$ cat config.mk
export PLATFORM = sky130hd
export DESIGN_NAME = game_tick_gen
export DESIGN_NICKNAME = d
export VERILOG_FILES = /design/src/rtl/game_tick_gen.sv
export SDC_FILE = /design/constraint.sdc
export NUM_CORES = 1
export LEC_CHECK = 0
export BUFFER_PORTS_ARGS = -buffer_cell sky130_fd_sc_hd__buf_2
export CORE_UTILIZATION = 60
export DETAILED_ROUTE_END_ITERATION = 8
export HOLD_SLACK_MARGIN = 0.03
export PLACE_DENSITY = 0.79
export SYNTH_ARGS = -nofsm -noshare
export SYNTH_HDL_FRONTEND = slang
export SYNTH_SLANG_ARGS = --single-unit
export TNS_END_PERCENT = 100
$ cat constraint.sdc
create_clock -name clk_in -period 5.85 [get_ports clk_in]
set_clock_uncertainty 0.2 [all_clocks]
set_input_delay 0.8775 -clock clk_in [delete_from_list [all_inputs] [get_ports clk_in]]
set_output_delay 0.8775 -clock clk_in [all_outputs]
set_load 0.01 [all_outputs]
$ cat src/rtl/game_tick_gen.sv
// Tetris timing core: pixel clock/enable divider plus a level-scaled gameplay tick
// with soft-drop, pause, single-step and synchronous restart.
module game_tick_gen #(
  parameter int PIX_DIV     = 4,
  parameter int CNT_W       = 32,
  parameter int BASE_PERIOD = 75000000,
  parameter int LEVEL_STEP  = 7500000,
  parameter int MIN_PERIOD  = 5000000,
  parameter int FAST_PERIOD = 5000000,
  parameter int NUM_LEVELS  = 8,
  localparam int LVL_W      = (NUM_LEVELS > 1) ? $clog2(NUM_LEVELS) : 1
) (
  input  logic             clk_in,
  input  logic             rst,
  input  logic             pause,
  input  logic             step,
  input  logic             fast,
  input  logic             level_up,
  input  logic             restart,
  output logic             clk_out,
  output logic             pix_en,
  output logic             clk_playable,
  output logic [LVL_W-1:0] level,
  output logic [15:0]      tick_count
);

  localparam int PIX_W  = (PIX_DIV > 2) ? $clog2(PIX_DIV) : 1;
  localparam int PROD_W = CNT_W + LVL_W;

  localparam logic [PIX_W-1:0]  PIX_LAST  = PIX_W'(PIX_DIV - 1);
  localparam logic [PIX_W-1:0]  PIX_HALF  = PIX_W'(PIX_DIV / 2 - 1);
  localparam logic [LVL_W-1:0]  LVL_MAX   = LVL_W'(NUM_LEVELS - 1);
  localparam logic [CNT_W-1:0]  BASE_C    = CNT_W'(BASE_PERIOD);
  localparam logic [CNT_W-1:0]  MIN_C     = CNT_W'(MIN_PERIOD);
  localparam logic [CNT_W-1:0]  FAST_C    = CNT_W'(FAST_PERIOD);
  localparam logic [PROD_W-1:0] STEP_C    = PROD_W'(LEVEL_STEP);
  localparam logic [PROD_W-1:0] HEADROOM  = PROD_W'(BASE_PERIOD - MIN_PERIOD);

  logic [PIX_W-1:0]  pix_cnt_r;
  logic              clk_out_r;
  logic              pix_en_r;
  logic [LVL_W-1:0]  level_r;
  logic [CNT_W-1:0]  period_r;
  logic [CNT_W-1:0]  cnt_r;
  logic              tick_r;
  logic [15:0]       tick_count_r;

  logic [PROD_W-1:0] prod_s;
  logic [CNT_W-1:0]  period_next_s;
  logic [CNT_W-1:0]  cnt_next_s;
  logic              tick_next_s;
  logic              clear_tc_s;

  // Free-running pixel divider; ignores all gameplay controls.
  always_ff @(posedge clk_in or posedge rst) begin
    if (rst) begin
      pix_cnt_r <= {PIX_W{1'b0}};
      pix_en_r  <= 1'b0;
      clk_out_r <= 1'b0;
    end else begin
      if (pix_cnt_r == PIX_LAST) begin
        pix_cnt_r <= {PIX_W{1'b0}};
      end else begin
        pix_cnt_r <= pix_cnt_r + PIX_W'(1);
      end
      pix_en_r <= (pix_cnt_r == PIX_LAST);
      if ((pix_cnt_r == PIX_HALF) || (pix_cnt_r == PIX_LAST)) begin
        clk_out_r <= ~clk_out_r;
      end else begin
        clk_out_r <= clk_out_r;
      end
    end
  end

  // Level register: restart wins over level_up, which saturates at the top level.
  always_ff @(posedge clk_in or posedge rst) begin
    if (rst) begin
      level_r <= {LVL_W{1'b0}};
    end else if (restart) begin
      level_r <= {LVL_W{1'b0}};
    end else if (level_up && (level_r < LVL_MAX)) begin
      level_r <= level_r + LVL_W'(1);
    end else begin
      level_r <= level_r;
    end
  end

  // Period select; the product is checked against the headroom so the subtraction cannot wrap.
  always_comb begin
    prod_s        = PROD_W'(level_r) * STEP_C;
    period_next_s = BASE_C;
    if (fast) begin
      period_next_s = FAST_C;
    end else if (prod_s > HEADROOM) begin
      period_next_s = MIN_C;
    end else begin
      period_next_s = BASE_C - prod_s[CNT_W-1:0];
    end
  end

  // Registered period keeps the long multiply/compare off the counter path.
  always_ff @(posedge clk_in or posedge rst) begin
    if (rst) begin
      period_r <= BASE_C;
    end else begin
      period_r <= period_next_s;
    end
  end

  // Tick decision; >= lets a shrinking period fire immediately rather than wrap.
  always_comb begin
    cnt_next_s  = cnt_r;
    tick_next_s = 1'b0;
    clear_tc_s  = 1'b0;
    if (restart) begin
      cnt_next_s = {CNT_W{1'b0}};
      clear_tc_s = 1'b1;
    end else if (pause && step) begin
      cnt_next_s  = {CNT_W{1'b0}};
      tick_next_s = 1'b1;
    end else if (pause) begin
      cnt_next_s = cnt_r;
    end else if (cnt_r >= (period_r - CNT_W'(1))) begin
      cnt_next_s  = {CNT_W{1'b0}};
      tick_next_s = 1'b1;
    end else begin
      cnt_next_s = cnt_r + CNT_W'(1);
    end
  end

  // Tick counter, gameplay pulse and wrapping tick tally.
  always_ff @(posedge clk_in or posedge rst) begin
    if (rst) begin
      cnt_r        <= {CNT_W{1'b0}};
      tick_r       <= 1'b0;
      tick_count_r <= 16'd0;
    end else begin
      cnt_r  <= cnt_next_s;
      tick_r <= tick_next_s;
      if (clear_tc_s) begin
        tick_count_r <= 16'd0;
      end else if (tick_next_s) begin
        tick_count_r <= tick_count_r + 16'd1;
      end else begin
        tick_count_r <= tick_count_r;
      end
    end
  end

  assign clk_out      = clk_out_r;
  assign pix_en       = pix_en_r;
  assign clk_playable = tick_r;
  assign level        = level_r;
  assign tick_count   = tick_count_r;

endmodule

==> results of run 1 <==
logic make-up after synthesis:
logic type,count (synthesis),synth area share (%)
DFF,77,37.7
adders and majority gates,46,11.6
AOI/OAI and AO/OA,126,15.3
and+or+nand+nor,234,23.5
buffers and inverters,44,3.38
xor gates and xnor gates,49,8.34
muxes,1,0.195
how the worst max path moves through the flow:
stage	to	slack (ns)
after floorplan	cnt_r[17]	1.54
after global placement	cnt_r[17]	1.10
after detailed placement	cnt_r[17]	0.97
after CTS	cnt_r[17]	0.97
after global routing	cnt_r[17]	0.53
final	cnt_r[17]	0.86
worst reg2reg max path, stage by stage (launching register included):
cell	delay, ns
dfrtp_1	0.41
nor4_1	0.47
nand2_1	0.14
or3_1	0.40
or3_1	0.43
nor4_2	0.28
xnor2_1	0.10
ha_1	0.30
nand4_1	0.12
or4_4	0.53
nor4_4	0.31
buf_4	0.23
or3_1	0.54
o21ai_0	0.21
a22o_1	0.21
stage by stage:
step | setup WS [ns] | std cells | cell area (um2)
global placement | 1.10 | 694 | 5370
floorplan | 1.54 | 577 | 5150
global route | 0.534 | 710 | 5560
CTS | 0.968 | 710 | 5560
detailed placement | 0.966 | 694 | 5370
finish | 0.864 | 710 | 5560
sequential cells by signal (all words and copies together) (netlist names):
signal and count:
pix_cnt_r 2, cnt_r 32, period_r 21, pix_en 1, level 3, clk_out 1, tick_count 16, clk_playable 1
synth_stat cells (all sizes together), types with 8 or more instances:
master  instances
a21oi          30
a31oi          13
and3           14
buf             8
clkbuf         13
dfrtp          67
dfstp          10
ha             43
inv            23
nand2          53
nand2b         10
nand3          36
nand4           8
nor2           54
nor3           10
nor4           13
o21ai          39
or3            17
xnor2          26
xor2           23
power by group through the flow:
stage          Combinational [mW]  Clock, mW  Sequential [mW]
2_1_floorplan               0.148          0            0.600
3_3_place_gp                0.181          0            0.606
3_5_place_dp                0.189          0            0.608
4_1_cts                     0.189      0.397            0.598
5_1_grt                     0.215      0.421            0.602
6_report                    0.189      0.388            0.598
cell type report:
cell class / instances / share of cell area, %
inverters: 23 / 1.55
clock inverters: 7 / 1.19
clock buffers: 9 / 2.23
well taps: 105 / 2.36
flip-flops and latches: 77 / 34.9
repair buffers: 33 / 3.20
multi-input cells: 456 / 54.6
metal layers:
metal	wire (um)	share of wire, %
met1	5050	46
met2	5320	49
met3	362	3.3
met4	189	1.7
met5	0	0
==> flow_summary.json, run 1 <==
{
  "grt_overflow_total": 0,
  "power.share.clock_pct": 33.0,
  "grt_pass1_wl_um": 18600,
  "final_layout_size_suffix_gt1_share_pct": 11.7,
  "grt_usage_pct": 26.5,
  "cp.depth": 14,
  "die_width_um": 94.6,
  "busiest_layer": "met2",
  "tns_ns": 0,
  "clkLatencyLatePin_ns": 0.37,
  "syn_to_final_growth_pct": 8.00,
  "p_leak_nw": 2.51,
  "pwr_density_cell_nw_per_um2": 212,
  "drtIter0Drc": 175,
  "timing.rr.end": "cnt_r[17]",
  "max_slew_margin_pct": 36.9,
  "cts_resized": 0,
  "grt_pass1_vias": 4090,
  "met1_usage_pct": 34.1,
  "via_per_inst": 5.93,
  "postCtsHoldBufs": 0,
  "p_int_uw": 806,
  "finalPower_mw": 1.18,
  "fmax_mhz": 201,
  "most-common-layout-cells": "dfrtp_1, nand2_1, nor2_1, ha_1",
  "critPathRequiredTime_ns": 5.91,
  "final-setup-viol-count": 0,
  "dieArea_um2": 8950,
  "clk_pin_slew_worst_paths_ns": 0.09,
  "fillers": 658,
  "async_flop_share_pct": 100,
  "combPwrFrac_pct": 16.1,
  "r2r_cells": 14,
  "start_util_pct": 62.3,
  "synth_edf_count": 0,
  "slew_viol_final": 0,
  "grtUsageMet3_pct": 4.83,
  "hpwl_um": 7940,
  "drv_cap": 0,
  "num_vias": 4211,
  "cp-startpoint": "period_r[9]",
  "status": "completed",
  "antenna_found_initial": 0,
  "insertedDiodeCount": 0,
  "swShare_pct": 31.4,
  "ys_types": 60,
  "min_to": "clk_out",
  "wl_per_cell_um": 15.4,
  "holdWs_ns": 0.287,
  "power.net_switching_uw": 369,
  "worst_pin_slew_ns": 0.946,
  "synth_top_area_share_pct": 32.6,
  "io_pins": 29,
  "die_h_um": 94.6,
  "multi_input_area_um2": 3030,
  "rsz0062_at_grt": "false",
  "clock-sinks": 77,
  "cp_common_cell": "or3_1",
  "critPathTopFamily": "simple AND/OR/NAND/NOR gates",
  "cp-end-kind": "register",
  "crit_fanout": 19,
  "yosysWarningCount": 0,
  "seq_area_um2": 1940,
  "crit_buf_inv": 1,
  "min_from": "clk_out",
  "r2r_start": "period_r[9]",
  "drc": 0,
  "final_common_cell": "dfrtp_1",
  "crit_path_start_kind": "register",
  "cts_tree": "yes",
  "portBuffers": 28,
  "wirelength_um": 10900,
  "clk_path_buf_depth": 2,
  "fp.coreArea_um2": 8260,
  "cpMaxStageDelayCell": "or3_1",
  "synth_flop_cell": "dfrtp_1",
  "grtUsageMet2_pct": 44.7,
  "root_buffer": "clkbuf_8",
  "avgSynthCellArea_um2": 8.92,
  "synth_seq_cells": 77,
  "reg2reg_setup_slack_ns": 0.86,
  "hold_class": "register to register",
  "hold_viol": 0,
  "cts_setup_buffers": 0,
  "syn_inst": 577,
  "cts_made_buffers": 9,
  "cp_cell_sequence": "nor4_1 > nand2_1 > or3_1 > or3_1 > nor4_2 > xnor2_1 > ha_1 > nand4_1 > or4_4 > nor4_4 > buf_4 > or3_1 > o21ai_0 > a22o_1",
  "crit_path_max_incr_delay_ns": 0.54,
  "grt_max_degree": 78,
  "seq_area_frac_synth_pct": 37.7,
  "ant_nets": 0,
  "synth_nets": 630,
  "sequentialPowerShare_pct": 50.9,
  "core.rowCount": 33,
  "irDropWorstVdd_mv": 0.196,
  "netlist_top_cells_area": "dfrtp_1, ha_1, dfstp_2, xnor2_1, xor2_1",
  "synth_area_um2": 5150,
  "gp_congestion": 0.865,
  "final_util_pct": 67.3,
  "layout.nets": 653,
  "worst-setup-path-type": "register to register",
  "yosysTopAreaCell": "dfrtp_1",
  "htree_levels": 3,
  "arrival_ns": 5.04,
  "period_needed_ns": 4.99,
  "first_pass_iters": 4,
  "min_path_cells": 1,
  "period_share_pct": 85.2
}
No activity file was read; power rests on OpenSTA's default activity.
==> run 2: changes to the inputs <==
- ABC_CLOCK_PERIOD_IN_PS: default -> 5850
- CTS_CLUSTER_SIZE: default -> 14
- MAX_ROUTING_LAYER: default -> met4
==> run 2 against run 1 <==
  * Worst hold slack gained 0.0014 ns
  * Routed wire length grew 1.2%
  * Die area is the same
  * Power grew 9.4%
  * Critical path depth is the same
  * Critical endpoint unchanged
==> flow_summary.json, run 2 (synthesis results as in run 1) <==
{
  "grt_max_degree": 78,
  "fillers": 658,
  "top_register": "cnt_r",
  "crit_fanout": 19,
  "most-common-layout-cells": "dfrtp_1, nand2_1, nor2_1, ha_1",
  "cts_setup_buffers": 0,
  "cts_resized": 0,
  "worst-setup-path-type": "register to register",
  "rsz0062_at_grt": "false",
  "fmax_mhz": 204,
  "tns_ns": 0,
  "clk_pin_slew_worst_paths_ns": 0.09,
  "grt_overflow_total": 0,
  "crit_path_start_kind": "register",
  "die_h_um": 94.6,
  "syn_to_final_growth_pct": 9.07,
  "fp.coreArea_um2": 8260,
  "ant_nets": 0,
  "drc": 0,
  "clk_path_buf_depth": 2,
  "wl_met1_um": 4720,
  "die_width_um": 94.6,
  "final-setup-viol-count": 0,
  "worst_pin_slew_ns": 0.948,
  "status": "completed",
  "io_pins": 29,
  "drv_cap": 0,
  "antenna_found_initial": 0,
  "grt_pass1_vias": 4085,
  "top_layer": "met4",
  "pwr_density_cell_nw_per_um2": 229,
  "slew_viol_final": 0,
  "place_ws_ns": 0.953,
  "grt_pass1_wl_um": 18800,
  "insertedDiodeCount": 0,
  "gp_congestion": 0.875,
  "period_share_pct": 83.8,
  "htree_levels": 3,
  "cts_made_buffers": 9,
  "hold_class": "register to register",
  "max_slew_margin_pct": 36.8,
  "period_needed_ns": 4.90,
  "postCtsHoldBufs": 0,
  "multi_input_area_um2": 3030,
  "hold_viol": 0,
  "final_common_cell": "dfrtp_1",
  "arrival_ns": 4.96,
  "cp-end-kind": "register",
  "irDropWorstVdd_mv": 0.162,
  "num_vias": 4330,
  "dieArea_um2": 8950,
  "drtIter0Drc": 183,
  "start_util_pct": 62.3,
  "clkLatencyLatePin_ns": 0.36,
  "core.rowCount": 33,
  "critPathRequiredTime_ns": 5.91,
  "met3WireLength_um": 517,
  "root_buffer": "clkbuf_8",
  "via_per_inst": 6.10,
  "p_leak_nw": 2.53,
  "fin_ws_ns": 0.949,
  "first_pass_iters": 5,
  "clock-sinks": 77,
  "portBuffers": 28,
  "largest_reg_flops": 32,
  "seq_area_um2": 1940,
  "hpwl_um": 7980,
  "met2_length_um": 5650,
  "layout.nets": 653,
  "cts_tree": "yes",
  "wl_per_cell_um": 15.6,
  "grt_usage_pct": 27.5,
  "wirelength_um": 11100,
  "final_layout_size_suffix_gt1_share_pct": 11.7
}
## run 2: per-layer routing
layer / up-vias / GRT usage [%]
met5: - / -
met4: 0 / 8.46
met3: 19 / 4.27
met2: 127 / 46.0
met1: 2081 / 34.3
li1: 2103 / -
## run 2: power breakdown
part           internal (mW)  switching (mW)  total [mW]
Clock                  0.286           0.212       0.499
Combinational         0.0763           0.112       0.188
Sequential             0.565          0.0334       0.599
## run 2: critical path, cell delays in order, from the launching register on
cell	delay (ns)
dfrtp_1	0.41
nor4_1	0.45
nand2_1	0.14
or3_1	0.39
or3_1	0.43
nor4_2	0.27
xnor2_1	0.10
ha_1	0.31
nand4_1	0.11
or4_4	0.53
nor4_4	0.31
buf_4	0.23
or3_1	0.53
o21ai_0	0.19
a22o_1	0.20
## run 2: layout make-up
type	instances	share of cell area (%)
Multi-Input combinational cell	456	54.0
Tap cell	105	2.34
Timing Repair Buffer	33	3.17
Clock inverter	7	2.16
Clock buffer	9	2.21
Inverter	23	1.54
Sequential cell	77	34.6
## run 2: worst paths after layout
| path | start | depth (start not counted) | endpoint | slack (ns) |
|---|---|---|---|---|
| max | period_r[9] | 14 | cnt_r[17] | 0.95 |
| min | pix_cnt_r[0] | 1 | pix_cnt_r[0] | 0.29 |
| max reg2reg | period_r[9] | 14 | cnt_r[17] | 0.95 |
| min reg2reg | pix_cnt_r[0] | 1 | pix_cnt_r[0] | 0.29 |
| max in group asynchronous | rst | 3 | cnt_r[21] | 4.24 |
| min in group asynchronous | rst | 3 | tick_count[13] | 0.58 |
## run 2: metrics by stage
step | cell area (um2) | hold WS [ns] | cells | power [mW] | util (%)
CTS | 5610 | 0.295 | 710 | 1.29 | 68.0
floorplan | 5150 | 0.230 | 577 | 0.748 | -
global placement | 5370 | 0.241 | 694 | 0.787 | 65.0
detailed placement | 5370 | 0.283 | 694 | 0.796 | 65.0
global route | 5610 | 0.311 | 710 | 1.34 | 68.0
finish | 5610 | 0.288 | 710 | 1.29 | 68.0
==> run 3: changes to the inputs <==
- ABC_AREA: default -> 1
- ABC_CLOCK_PERIOD_IN_PS: 5850 -> 4310
- CORE_UTILIZATION: 60 -> 57
- PLACE_DENSITY: 0.79 -> 0.78
- clock period: 5.85 -> 4.31 ns (I/O delays scaled with it)
==> run 3 against run 2 <==
  * Cell count is 41% higher
  * Count of clock-buffer cells in the layout is 6 higher
  * Flip-flop and latch count stayed put
  * Sequential power is 36% higher
  * Worst hold slack worse by 0.040 ns
  * Largest power group unchanged
  * Highest routed layer unchanged
==> flow_summary.json, run 3 <==
{
  "netlist_top_cells_area": "dfrtp_1, nand2_1, ha_1, nor2_1, inv_1",
  "hold_class": "input pin to async pin",
  "grt_pass1_vias": 5232,
  "power.share.clock_pct": 32.0,
  "period_share_pct": 88.7,
  "rsz0062_at_grt": "false",
  "synth_flop_cell": "dfrtp_1",
  "sequentialPowerShare_pct": 50.0,
  "yosysTopAreaCell": "dfrtp_1",
  "most-common-layout-cells": "nand2_1, nor2_1, inv_1, dfrtp_1, nand3_1",
  "cts_setup_buffers": 0,
  "irDropWorstVdd_mv": 0.151,
  "max_slew_margin_pct": 43.9,
  "gp_congestion": 0.928,
  "ys_types": 44,
  "tns_ns": 0,
  "portBuffers": 28,
  "hold_viol": 0,
  "wirelength_um": 13200,
  "drc": 0,
  "io_pins": 29,
  "crit_fanout": 20,
  "async_flop_share_pct": 100,
  "synth_area_um2": 5950,
  "grt_pass1_wl_um": 22900,
  "synth_edf_count": 0,
  "fmax_mhz": 262,
  "clk_pin_slew_worst_paths_ns": 0.08,
  "met2_length_um": 6410,
  "swShare_pct": 30.8,
  "arrival_ns": 3.89,
  "num_vias": 5278,
  "final_cell_count_no_fill": 1002,
  "crit_path_start_kind": "register",
  "antenna_found_initial": 0,
  "synth_seq_cells": 77,
  "cts_resized": 0,
  "start_util_pct": 59.7,
  "hpwl_um": 10000,
  "grt_max_degree": 40,
  "worst_pin_slew_ns": 0.840,
  "slew_viol_final": 0,
  "drv_cap": 0,
  "combPwrFrac_pct": 18.0,
  "cts_made_buffers": 9,
  "synth.most_common_cell": "nand2_1",
  "first_pass_iters": 5,
  "yosysWarningCount": 0,
  "fp.coreArea_um2": 9950,
  "status": "completed",
  "clkLatencyLatePin_ns": 0.37,
  "die_h_um": 104,
  "dieArea_um2": 10800,
  "cp-end-kind": "register",
  "layout.nets": 917,
  "cts_tree": "yes",
  "final-setup-viol-count": 0,
  "final_common_cell": "nand2_1",
  "finalPower_mw": 1.62,
  "clk_path_buf_depth": 2,
  "period_needed_ns": 3.82,
  "via_per_inst": 5.27,
  "avgSynthCellArea_um2": 7.10,
  "grt_usage_pct": 26.8,
  "top_register": "cnt_r",
  "insertedDiodeCount": 0,
  "wl_met1_um": 5870,
  "seq_area_frac_synth_pct": 32.6,
  "synth_top_area_share_pct": 28.2,
  "p_int_mw": 1.12,
  "ant_nets": 0,
  "wl_per_cell_um": 13.2,
  "root_buffer": "clkbuf_8",
  "ys_top_cells_by_count": "nand2_1, nor2_1, inv_1, dfrtp_1, nand3_1",
  "top_layer": "met4",
  "synth_nets": 891,
  "htree_levels": 3,
  "power.net_switching_uw": 501,
  "clock-sinks": 77,
  "drtIter0Drc": 235,
  "pwr_density_cell_nw_per_um2": 256,
  "core.rowCount": 36,
  "die_width_um": 104,
  "postCtsHoldBufs": 0,
  "syn_inst": 838,
  "critPathRequiredTime_ns": 4.38,
  "largest_reg_flops": 32,
  "p_leak_nw": 3.27,
  "grt_overflow_total": 0,
  "met3WireLength_um": 478,
  "syn_to_final_growth_pct": 6.75,
  "numPlacedInstances": 986,
  "final_layout_size_suffix_gt1_share_pct": 9.55,
  "worst-setup-path-type": "register to register"
}
-- run 3: cell count changes after synthesis, moves of 8 or more --
cell,before,now
nor2_1,53,110
a21oi_1,30,17
inv_1,23,104
nand2_1,53,247
nor4_1,10,2
nand2b_1,10,0
a31oi_1,13,3
and3_1,14,2
xnor2_1,26,17
clkbuf_1,13,5
or3_1,17,0
nand3_1,36,62
xor2_1,23,36
-- run 3: worst paths after layout --
path	start	end	slack (ns)	depth (start not counted)
setup reg to reg	period_r[12]	cnt_r[9]	0.49	20
setup / recovery	period_r[12]	cnt_r[9]	0.49	20
max in group asynchronous	rst	period_r[6]	2.63	3
hold / removal	rst	tick_count[15]	0.25	2
min in group clk_in	pix_cnt_r[0]	pix_cnt_r[0]	0.26	1
hold reg to reg	pix_cnt_r[0]	pix_cnt_r[0]	0.26	1
-- run 3: power groups by stage --
stage | clock network (mW) | registers [mW] | logic [mW]
2_1_floorplan | 0 | 0.816 | 0.227
3_3_place_gp | 0 | 0.824 | 0.282
3_5_place_dp | 0 | 0.825 | 0.292
4_1_cts | 0.533 | 0.812 | 0.293
5_1_grt | 0.561 | 0.818 | 0.336
6_report | 0.520 | 0.812 | 0.292
-- run 3: cells by family (layout without fill, tap and decap cells) --
logic type	count (synthesis)	count (layout)	synth area share, %
adders and majority gates	46	46	10.1
buffers and inverters	120	151	8.33
DFF	77	77	32.6
AOI/OAI and AO/OA	62	62	5.85
xor gates and xnor gates	54	54	8.08
and+or+nand+nor	479	479	35.1
-- run 3: metal layers --
| layer | up-vias | GRT usage [%] |
|---|---|---|
| met4 | 0 | 13.9 |
| met5 | - | - |
| met3 | 36 | 4.20 |
| met1 | 2456 | 31.5 |
| li1 | 2680 | - |
| met2 | 106 | 44.4 |
-- run 3: cell type report --
class,instances,area [um2]
inverters,105,394
fillers,923,3610
clock buffers,15,176
well taps,133,166
flip-flops and latches,77,1940
repair buffers,30,155
multi-input cells,641,3510
clock inverters,1,5.00
-- run 3: through the flow --
| step | util [%] | cell area, um2 | worst slack, ns | hold WS, ns |
|---|---|---|---|---|
| after floorplan | - | 5950 | 1.30 | 0.230 |
| after global placement | 62.0 | 6170 | 0.763 | 0.243 |
| after detailed placement | 62.0 | 6170 | 0.543 | 0.253 |
| after CTS | 63.8 | 6350 | 0.505 | 0.261 |
| after global routing | 63.8 | 6350 | 0.224 | 0.302 |
| final | 63.8 | 6350 | 0.486 | 0.248 |
-- run 3: worst max-delay path, stage by stage (launching register included) --
cell and delay [ns]:
dfrtp_1 0.46, inv_1 0.13, ha_1 0.22, nand2_1 0.12, nor2_2 0.20, nand2_2 0.11
nor2_1 0.11, nand4_1 0.12, nor2_2 0.20, nand3_1 0.11, ha_1 0.30, a21oi_1 0.13
nor2_1 0.05, nor2_1 0.10, nand2_1 0.05, a21oi_1 0.14, nand2_2 0.11, nor2_4 0.39
buf_4 0.29, nand2_1 0.08, o21ai_0 0.09
